$ cat src/rtl/miriscv_lsu_pkg.sv
// Shared encodings for the miriscv load-store unit: funct3 access sizes,
// FSM states and the access-legality check.
package miriscv_lsu_pkg;

  localparam logic [2:0] LDST_B  = 3'b000;
  localparam logic [2:0] LDST_H  = 3'b001;
  localparam logic [2:0] LDST_W  = 3'b010;
  localparam logic [2:0] LDST_BU = 3'b100;
  localparam logic [2:0] LDST_HU = 3'b101;

  typedef enum logic {LSU_IDLE = 1'b0, LSU_WAIT = 1'b1} lsu_state_t;

  // 1 when the request must be rejected: misaligned, reserved size, or unsigned store
  function automatic logic lsu_access_err(input logic       we,
                                          input logic [2:0] size,
                                          input logic [1:0] offset);
    logic err;
    case (size)
      LDST_B:  err = 1'b0;
      LDST_H:  err = offset[0];
      LDST_W:  err = (offset != 2'b00);
      LDST_BU: err = we;
      LDST_HU: err = we | offset[0];
      default: err = 1'b1;
    endcase
    return err;
  endfunction

endpackage

$ cat src/rtl/miriscv_lsu_load_align.sv
// Selects the addressed byte/half of a RAM read word and sign- or
// zero-extends it according to the load size.
module miriscv_lsu_load_align
  import miriscv_lsu_pkg::*;
(
  input  logic [31:0] i_rdata,
  input  logic [2:0]  i_size,
  input  logic [1:0]  i_offset,
  output logic [31:0] o_data
);

  logic [7:0]  w_byte;
  logic [15:0] w_half;

  // lane select followed by extension
  always_comb begin
    w_byte = 8'h00;
    case (i_offset)
      2'b00:   w_byte = i_rdata[7:0];
      2'b01:   w_byte = i_rdata[15:8];
      2'b10:   w_byte = i_rdata[23:16];
      2'b11:   w_byte = i_rdata[31:24];
      default: w_byte = 8'h00;
    endcase
    if (i_offset[1]) begin
      w_half = i_rdata[31:16];
    end else begin
      w_half = i_rdata[15:0];
    end
    case (i_size)
      LDST_B:  o_data = {{24{w_byte[7]}}, w_byte};
      LDST_H:  o_data = {{16{w_half[15]}}, w_half};
      LDST_BU: o_data = {24'h000000, w_byte};
      LDST_HU: o_data = {16'h0000, w_half};
      default: o_data = i_rdata;
    endcase
  end

endmodule

$ cat src/rtl/miriscv_lsu.sv
// miriscv load-store unit: turns core byte/half/word requests into word-addressed,
// byte-enabled RAM accesses and stalls the core one cycle for registered reads.
module miriscv_lsu
  import miriscv_lsu_pkg::*;
(
  input  logic        clk_i,
  input  logic        rst_n_i,
  input  logic        lsu_req_i,
  input  logic        lsu_we_i,
  input  logic [2:0]  lsu_size_i,
  input  logic [31:0] lsu_addr_i,
  input  logic [31:0] lsu_data_i,
  output logic [31:0] lsu_data_o,
  output logic        lsu_stall_req_o,
  output logic        lsu_err_o,
  output logic        data_req_o,
  output logic        data_we_o,
  output logic [3:0]  data_be_o,
  output logic [31:0] data_addr_o,
  output logic [31:0] data_wdata_o,
  input  logic [31:0] data_rdata_i
);

  lsu_state_t  r_state;
  lsu_state_t  w_state_next;
  logic [2:0]  r_size;
  logic [1:0]  r_offset;
  logic [31:0] r_hold;
  logic [31:0] w_aligned;
  logic        w_err;
  logic        w_load_go;

  assign w_err = lsu_access_err(lsu_we_i, lsu_size_i, lsu_addr_i[1:0]);

  miriscv_lsu_load_align u_load_align (
    .i_rdata  (data_rdata_i),
    .i_size   (r_size),
    .i_offset (r_offset),
    .o_data   (w_aligned)
  );

  // next-state and RAM/core handshake; reset suppresses any in-flight result
  always_comb begin
    w_state_next    = r_state;
    w_load_go       = 1'b0;
    lsu_data_o      = r_hold;
    lsu_stall_req_o = 1'b0;
    lsu_err_o       = 1'b0;
    data_req_o      = 1'b0;
    data_we_o       = 1'b0;
    data_be_o       = 4'h0;
    data_addr_o     = 32'h0000_0000;
    data_wdata_o    = 32'h0000_0000;
    if (!rst_n_i) begin
      w_state_next = LSU_IDLE;
      lsu_data_o   = 32'h0000_0000;
    end else begin
      case (r_state)
        LSU_IDLE: begin
          if (lsu_req_i && w_err) begin
            lsu_err_o = 1'b1;
          end else if (lsu_req_i) begin
            data_req_o  = 1'b1;
            data_addr_o = {lsu_addr_i[31:2], 2'b00};
            if (lsu_we_i) begin
              data_we_o = 1'b1;
              case (lsu_size_i)
                LDST_B: begin
                  data_wdata_o = {4{lsu_data_i[7:0]}};
                  data_be_o    = 4'b0001 << lsu_addr_i[1:0];
                end
                LDST_H: begin
                  data_wdata_o = {2{lsu_data_i[15:0]}};
                  data_be_o    = lsu_addr_i[1] ? 4'b1100 : 4'b0011;
                end
                LDST_W: begin
                  data_wdata_o = lsu_data_i;
                  data_be_o    = 4'hF;
                end
                default: begin
                  data_wdata_o = 32'h0000_0000;
                  data_be_o    = 4'h0;
                end
              endcase
            end else begin
              data_be_o       = 4'hF;
              lsu_stall_req_o = 1'b1;
              w_load_go       = 1'b1;
              w_state_next    = LSU_WAIT;
            end
          end else begin
            w_state_next = LSU_IDLE;
          end
        end
        LSU_WAIT: begin
          lsu_data_o   = w_aligned;
          w_state_next = LSU_IDLE;
        end
        default: begin
          w_state_next = LSU_IDLE;
        end
      endcase
    end
  end

  // state, latched load attributes and result hold register
  always_ff @(posedge clk_i) begin
    if (!rst_n_i) begin
      r_state  <= LSU_IDLE;
      r_size   <= 3'b000;
      r_offset <= 2'b00;
      r_hold   <= 32'h0000_0000;
    end else begin
      r_state <= w_state_next;
      if (w_load_go) begin
        r_size   <= lsu_size_i;
        r_offset <= lsu_addr_i[1:0];
      end
      if (r_state == LSU_WAIT) begin
        r_hold <= w_aligned;
      end
    end
  end

endmodule

$ cat config.mk
export PLATFORM = sky130hd
export DESIGN_NAME = miriscv_lsu
export DESIGN_NICKNAME = d
export VERILOG_FILES = /design/src/rtl/miriscv_lsu_pkg.sv /design/src/rtl/miriscv_lsu_load_align.sv /design/src/rtl/miriscv_lsu.sv
export SDC_FILE = /design/constraint.sdc
export NUM_CORES = 1
export LEC_CHECK = 0
export BUFFER_PORTS_ARGS = -buffer_cell sky130_fd_sc_hd__buf_2
export CORE_AREA = 10 10 107 109
export CTS_CLUSTER_SIZE = 30
export DETAILED_ROUTE_END_ITERATION = 12
export DIE_AREA = 0 0 117 119
export GPL_ROUTABILITY_DRIVEN = 0
export PLACE_DENSITY = 0.74
export SKIP_CTS_REPAIR_TIMING = 1
export SLEW_MARGIN = 20
export SYNTH_ARGS = -nofsm -noshare
export SYNTH_HDL_FRONTEND = slang
export SYNTH_SLANG_ARGS = --single-unit
$ cat constraint.sdc
create_clock -name clk_i -period 4.8 [get_ports clk_i]
set_clock_uncertainty 0.15 [all_clocks]
set_input_delay 0.72 -clock clk_i [delete_from_list [all_inputs] [get_ports clk_i]]
set_output_delay 0.72 -clock clk_i [all_outputs]
set_load 0.02 [all_outputs]
# ---- After elaboration in Yosys (flattened, before gate mapping)
# Index checks and enable logic that the tools add are counted.
dict set report word_totals {
  regBits 38
  elab_cells 63
}
dict set report classes {
  n_eq_ne 10
  shifts 1
  muxes 41
  n_bitwise 2
  reduce_logical 5
}
# op n
set ops {}
lappend ops {{$mux 32} 11}
lappend ops {{$pmux 32 s4} 1}
lappend ops {{$pmux 32 s3} 1}
lappend ops {{$pmux 8 s4} 1}
lappend ops {{$mux 4} 6}
lappend ops {{$mux 1} 17}
lappend ops {{$mux 16} 1}
lappend ops {{$eq 3x3->1 const B} 4}
lappend ops {{$pmux 4 s3} 1}
lappend ops {{$eq 3x1->1 const B} 2}
lappend ops {{$logic_not 3->1} 2}
lappend ops {{$pmux 1 s5} 1}
lappend ops {{$eq 2x2->1 const B} 2}
lappend ops {{$shl 1x2->4 const A} 1}
lappend ops {{$eq 3x2->1 const B} 1}
lappend ops {{$eq 2x1->1 const B} 1}
lappend ops {{$logic_not 2->1} 1}
lappend ops {{$pmux 1 s2} 1}
lappend ops {{$reduce_bool 2->1} 1}
lappend ops {{$logic_and 1x1->1} 1}
lappend ops {{$not 1->1} 1}
lappend ops {{$or 1x1->1} 1}

# ---- Logic depth before layout (Yosys ltp)
dict set report depth {
  word_depth 7
  ltp_mapped 6
  mapped_depth_nobuf 5
}

# ---- By module
# From an unflattened synthesis, not the netlist that was laid out.
dict set report unflattened {
  hier_cells 393
  area_unflattened_um2 2980.4
}
# module instances cells_each area_per_inst_um2 seq_area_each_um2
set modules_own_cells {}
lappend modules_own_cells {miriscv_lsu 1 283 2331.0 760.7}
lappend modules_own_cells {miriscv_lsu_load_align 1 110 649.4 0.0}

# ---- Worst setup path before layout
# Ideal clock, no wire load.
dict set report synth_path {
  path_type {input to output}
  start {input lsu_we_i}
  end {output data_wdata_o[11]}
  arrival_ns 2.115
  slack_ns 1.815
  cell_stages 6
  path_cell_list {clkbuf_1 > a221o_1 > a21oi_4 > nand3b_4 > buf_6 > nor2_1}
}
dict set report synth_between {
  elab_chain_len 6
}
# item line
set synth_lines {}
lappend synth_lines {{start: declaration} miriscv_lsu.sv:9} ;# input logic lsu_we_i,
lappend synth_lines {{$or 1x1->1} miriscv_lsu_pkg.sv:23} ;# LDST_HU: err = we | offset[0];
lappend synth_lines {{$pmux 1 s5} miriscv_lsu_pkg.sv:18} ;# case (size)
lappend synth_lines {{$logic_and 1x1->1} miriscv_lsu.sv:60} ;# if (lsu_req_i && w_err) begin
lappend synth_lines {{$mux 32 *} miriscv_lsu.sv:60}
lappend synth_lines {{$mux 32 *} miriscv_lsu.sv:58} ;# case (r_state)
lappend synth_lines {{$mux 32 *} miriscv_lsu.sv:54} ;# if (!rst_n_i) begin
lappend synth_lines {{end: declaration} miriscv_lsu.sv:20} ;# output logic [31:0] data_wdata_o,
# Every way passes the cells marked *; elsewhere a longest branch is shown, timed or not.

# ---- Worst setup path in the final report
dict set report layout_path {
  start {input lsu_size_i[0]}
  end {output data_wdata_o[3]}
}
dict set report layout_between {
  elab_chain_len 7
}
# item line
set layout_lines {}
lappend layout_lines {{start: declaration} miriscv_lsu.sv:10} ;# input logic [2:0] lsu_size_i,
lappend layout_lines {{$eq 3x2->1 (tied with other cells)} {miriscv_lsu_pkg.sv:18, miriscv_lsu.sv:67}}
lappend layout_lines {{$pmux 32 s3} miriscv_lsu.sv:67} ;# case (lsu_size_i)
lappend layout_lines {{$mux 32} miriscv_lsu.sv:65} ;# if (lsu_we_i) begin
lappend layout_lines {{$mux 32} miriscv_lsu.sv:62} ;# end else if (lsu_req_i) begin
lappend layout_lines {{$mux 32 *} miriscv_lsu.sv:60}
lappend layout_lines {{$mux 32 *} miriscv_lsu.sv:58}
lappend layout_lines {{$mux 32 *} miriscv_lsu.sv:54}
# Marks and branches as above.

==> impl_results.rst <==
.. list-table::
   :header-rows: 1

   * - Metric
     - Value
   * - Sequential power share
     - 0.411
   * - Overall track demand over capacity in global routing
     - 0.161
   * - Switching pwr
     - around 0.00023 W
   * - Clock latency of the later-clocked register in the worst-skew pair
     - 0.29 ns
   * - Residual antenna-violating net count after detailed routing
     - 0
   * - Setup repair after global routing missed its margin
     - no
   * - Cell Rows
     - 36
   * - Post-synth top area share
     - 0.277
   * - Detailed-route vias per instance
     - 5.28
   * - Crit. End Element
     - output pin
   * - Effective utilization at floorplan
     - 0.290
   * - Average cell area after synthesis
     - between 7 and 8 um^2
   * - Main synth FF type
     - sky130_fd_sc_hd__dfxtp_1
   * - Max-slew headroom at the worst pin
     - 0.360
   * - Fraction of power consumed by combinational cells
     - 0.243
   * - Wire length of the first global-routing pass
     - 18.1 mm
   * - Run status
     - complete, no violations
   * - IO Port Bufs
     - ~200
   * - Post-synthesis instance area
     - between 2000 and 3000 um^2
   * - Slew of the pin with the lowest slew margin
     - 0.957 ns
   * - Maximum VDD drop
     - ~0.084 mV
   * - Share of synthesized area occupied by flip-flops and latches
     - 0.277
   * - Period utilisation layout
     - 0.785
   * - Floorplan die height
     - 119 um
   * - Clock-pin slew on the worst setup and hold paths
     - about 0.07 ns
   * - Detailed-placement wirelength estimate
     - 9.89 mm
   * - Leftover overflow at the end of global routing
     - 0
   * - Post-synth top cells
     - 39 x sky130_fd_sc_hd__and2_1, 38 x sky130_fd_sc_hd__a21oi_1, 38 x sky130_fd_sc_hd__dfxtp_1, 29 x sky130_fd_sc_hd__nand2_1, 28 x sky130_fd_sc_hd__nor2_1
   * - Area contributors post-synth
     - sky130_fd_sc_hd__dfxtp_1 28%, sky130_fd_sc_hd__and2_1 8.9%, sky130_fd_sc_hd__a21oi_1 6.9%, sky130_fd_sc_hd__a221o_1 5.8%, sky130_fd_sc_hd__a2bb2oi_1 5.1%
   * - Detailed-route via count
     - around 3,500
   * - Post-synthesis cell count
     - 360
   * - Ratio of cells with drive above 1 in the final layout
     - 0.430
   * - Sum Neg Setup Slack
     - 0 ns
   * - Switching portion of total power
     - 0.283
   * - Core area
     - 9460 um^2
   * - Startpoint kind of the worst setup timing path
     - primary input
   * - Distinct cell type count of the synthesized netlist
     - 43
   * - Antenna violations before repair
     - 2
   * - Async set-or-reset flop fraction in the synthesized netlist
     - 0
   * - Area delta synth->final
     - 41.7%
   * - Final number of max-transition violations
     - 0
   * - Number of global-route vias before repair
     - 3,557
   * - Critical path peak fanout
     - 36
   * - Hold Path Class
     - reg -> reg
   * - CTS root buf
     - sky130_fd_sc_hd__clkbuf_8
   * - Inserted Clock Buffers
     - 5
   * - Number of nets in the final layout
     - 643
   * - Die Width
     - around 120 um
   * - Pin count of the biggest net entering global routing
     - 37
   * - Sum of internal, switching and leakage power
     - between 0.0007 and 0.0008 W
   * - Clock Sink Count
     - 38
   * - Routed wirelength normalized by instance count
     - roughly 18 um
   * - Relative contribution of the clock network to total power
     - 0.346
   * - Top-count cell post-synth
     - sky130_fd_sc_hd__and2_1
   * - Post-synthesis register bit count
     - 38
   * - Cell leakage power
     - 1.96 nW
   * - Worst-case clock buffer depth
     - 2
   * - Total power divided by cell area
     - about 210 nW/um^2
   * - Post-synth EDFFs
     - 0
   * - Minimum period implied by the final worst setup slack
     - approximately 3.8 ns
   * - Fmax achieved
     - about 270 MHz
   * - CP arrival
     - 2.90 ns
   * - Count of H-tree levels built during CTS
     - 2
   * - Yosys warning count
     - 0
   * - CP Class
     - in -> out
   * - Final setup violation count
     - 0
   * - 1st-pass router iterations
     - 4
   * - Final Hold Violating Endpoints
     - 0
   * - Number of maximum-capacitance violations
     - 0
   * - TritonCTS clock tree
     - done
   * - Data required time at the worst endpoint
     - approximately 4 ns
   * - Cell type with the highest aggregate area in the netlist
     - sky130_fd_sc_hd__dfxtp_1
   * - Number of DRC violations after detailed-routing iteration 0
     - 188
   * - Total I/O pin count
     - approximately 210
   * - Die Area
     - around 14,000 um^2
   * - Detailed-route DRC error count
     - 0
   * - Wire length reported by the detailed router
     - between 10 and 15 mm
   * - Internal
     - ~0.00057 W
## layout make-up
class	count	area (um^2)
multi-input cells	285	1810
fillers	998	5570
repair buffers	207	1040
clock buffers	6	82.6
diodes	2	5.00
well taps	114	143
flip-flops and latches	38	761
inverters	3	11.3
clock inverters	1	30.0
## placed cells by master (no fill, tap or decap), types with 2 or more instances in the layout
cell type and instances:
sky130_fd_sc_hd__a211oi_1 2, sky130_fd_sc_hd__a21boi_0 5, sky130_fd_sc_hd__a21o_1 4, sky130_fd_sc_hd__a21oi_1 38, sky130_fd_sc_hd__a221o_1 16, sky130_fd_sc_hd__a221oi_1 7
sky130_fd_sc_hd__a22oi_1 7, sky130_fd_sc_hd__a2bb2oi_1 16, sky130_fd_sc_hd__a31o_2 7, sky130_fd_sc_hd__a31oi_1 5, sky130_fd_sc_hd__and2_1 39, sky130_fd_sc_hd__buf_2 204
sky130_fd_sc_hd__buf_4 3, sky130_fd_sc_hd__clkbuf_8 6, sky130_fd_sc_hd__conb_1 2, sky130_fd_sc_hd__dfxtp_1 38, sky130_fd_sc_hd__diode_2 2, sky130_fd_sc_hd__inv_1 2
sky130_fd_sc_hd__mux2_2 5, sky130_fd_sc_hd__mux2i_1 3, sky130_fd_sc_hd__nand2_1 29, sky130_fd_sc_hd__nand2b_1 13, sky130_fd_sc_hd__nand3_1 6, sky130_fd_sc_hd__nor2_1 28
sky130_fd_sc_hd__nor2b_1 16, sky130_fd_sc_hd__nor3_1 4, sky130_fd_sc_hd__o21ai_0 15, sky130_fd_sc_hd__o221ai_1 4
## critical path: stages
cell	delay [ns]
sky130_fd_sc_hd__buf_2	0.23
sky130_fd_sc_hd__or4_4	0.50
sky130_fd_sc_hd__a21oi_4	0.55
sky130_fd_sc_hd__nand3b_4	0.35
sky130_fd_sc_hd__inv_2	0.23
sky130_fd_sc_hd__and2_1	0.15
sky130_fd_sc_hd__buf_2	0.16
## path summary, 6_finish.rpt
path | start | endpoint | slack, ns | depth (start not counted)
worst max-delay path | lsu_size_i[0] | data_wdata_o[3] | 1.03 | 7
worst min register to register | r_offset[1]$_SDFFE_PN0P_ | r_offset[1]$_SDFFE_PN0P_ | 0.31 | 2
worst min-delay path | r_offset[1]$_SDFFE_PN0P_ | r_offset[1]$_SDFFE_PN0P_ | 0.31 | 2
worst max register to register | r_state$_SDFF_PN0_ | r_hold[19]$_DFF_P_ | 2.52 | 4
## metal layers
layer	wire length, um	GRT usage	part of all wire	up-vias
li1	-	-	-	1664
met1	4370	0.164	0.36	1585
met2	5870	0.274	0.49	182
met3	1380	0.0733	0.11	30
met4	456	0.0734	0.038	0
met5	0	0	0	-
## metrics by stage
stage          hold slack [ns]  cells  cell area [um^2]  setup WS (ns)   util
6_report                 0.315    656              3890           1.03  0.411
5_1_grt                  0.352    656              3890          0.806  0.411
3_5_place_dp             0.312    647              3770           1.04  0.399
2_1_floorplan            0.312    361              2750           1.81      -
4_1_cts                  0.324    654              3880           1.05  0.410
3_3_place_gp             0.301    647              3770           1.15  0.399
## sequential cells by signal, indices dropped and copies added, names as in the netlist
register  flops
r_offset      2
r_hold       32
r_size        3
r_state       1
## power by group through the flow
stage          Clock, W  Combinational (W)  Sequential (W)
2_1_floorplan         0           0.000116        0.000332
3_3_place_gp          0           0.000189        0.000336
3_5_place_dp          0           0.000193        0.000336
4_1_cts        0.000282           0.000194        0.000329
5_1_grt        0.000296           0.000213        0.000329
6_report       0.000277           0.000194        0.000329
## cells by family after synthesis
| family | count (synthesis) | share of synthesized area |
|---|---|---|
| other | 1 | 0.00137 |
| DFF | 38 | 0.277 |
| AOI/OAI and AO/OA | 132 | 0.345 |
| and+or+nand+nor | 143 | 0.281 |
| muxes | 8 | 0.0315 |
| buffers and inverters | 38 | 0.0643 |
Note: power is estimated with default switching activity, not from simulation.
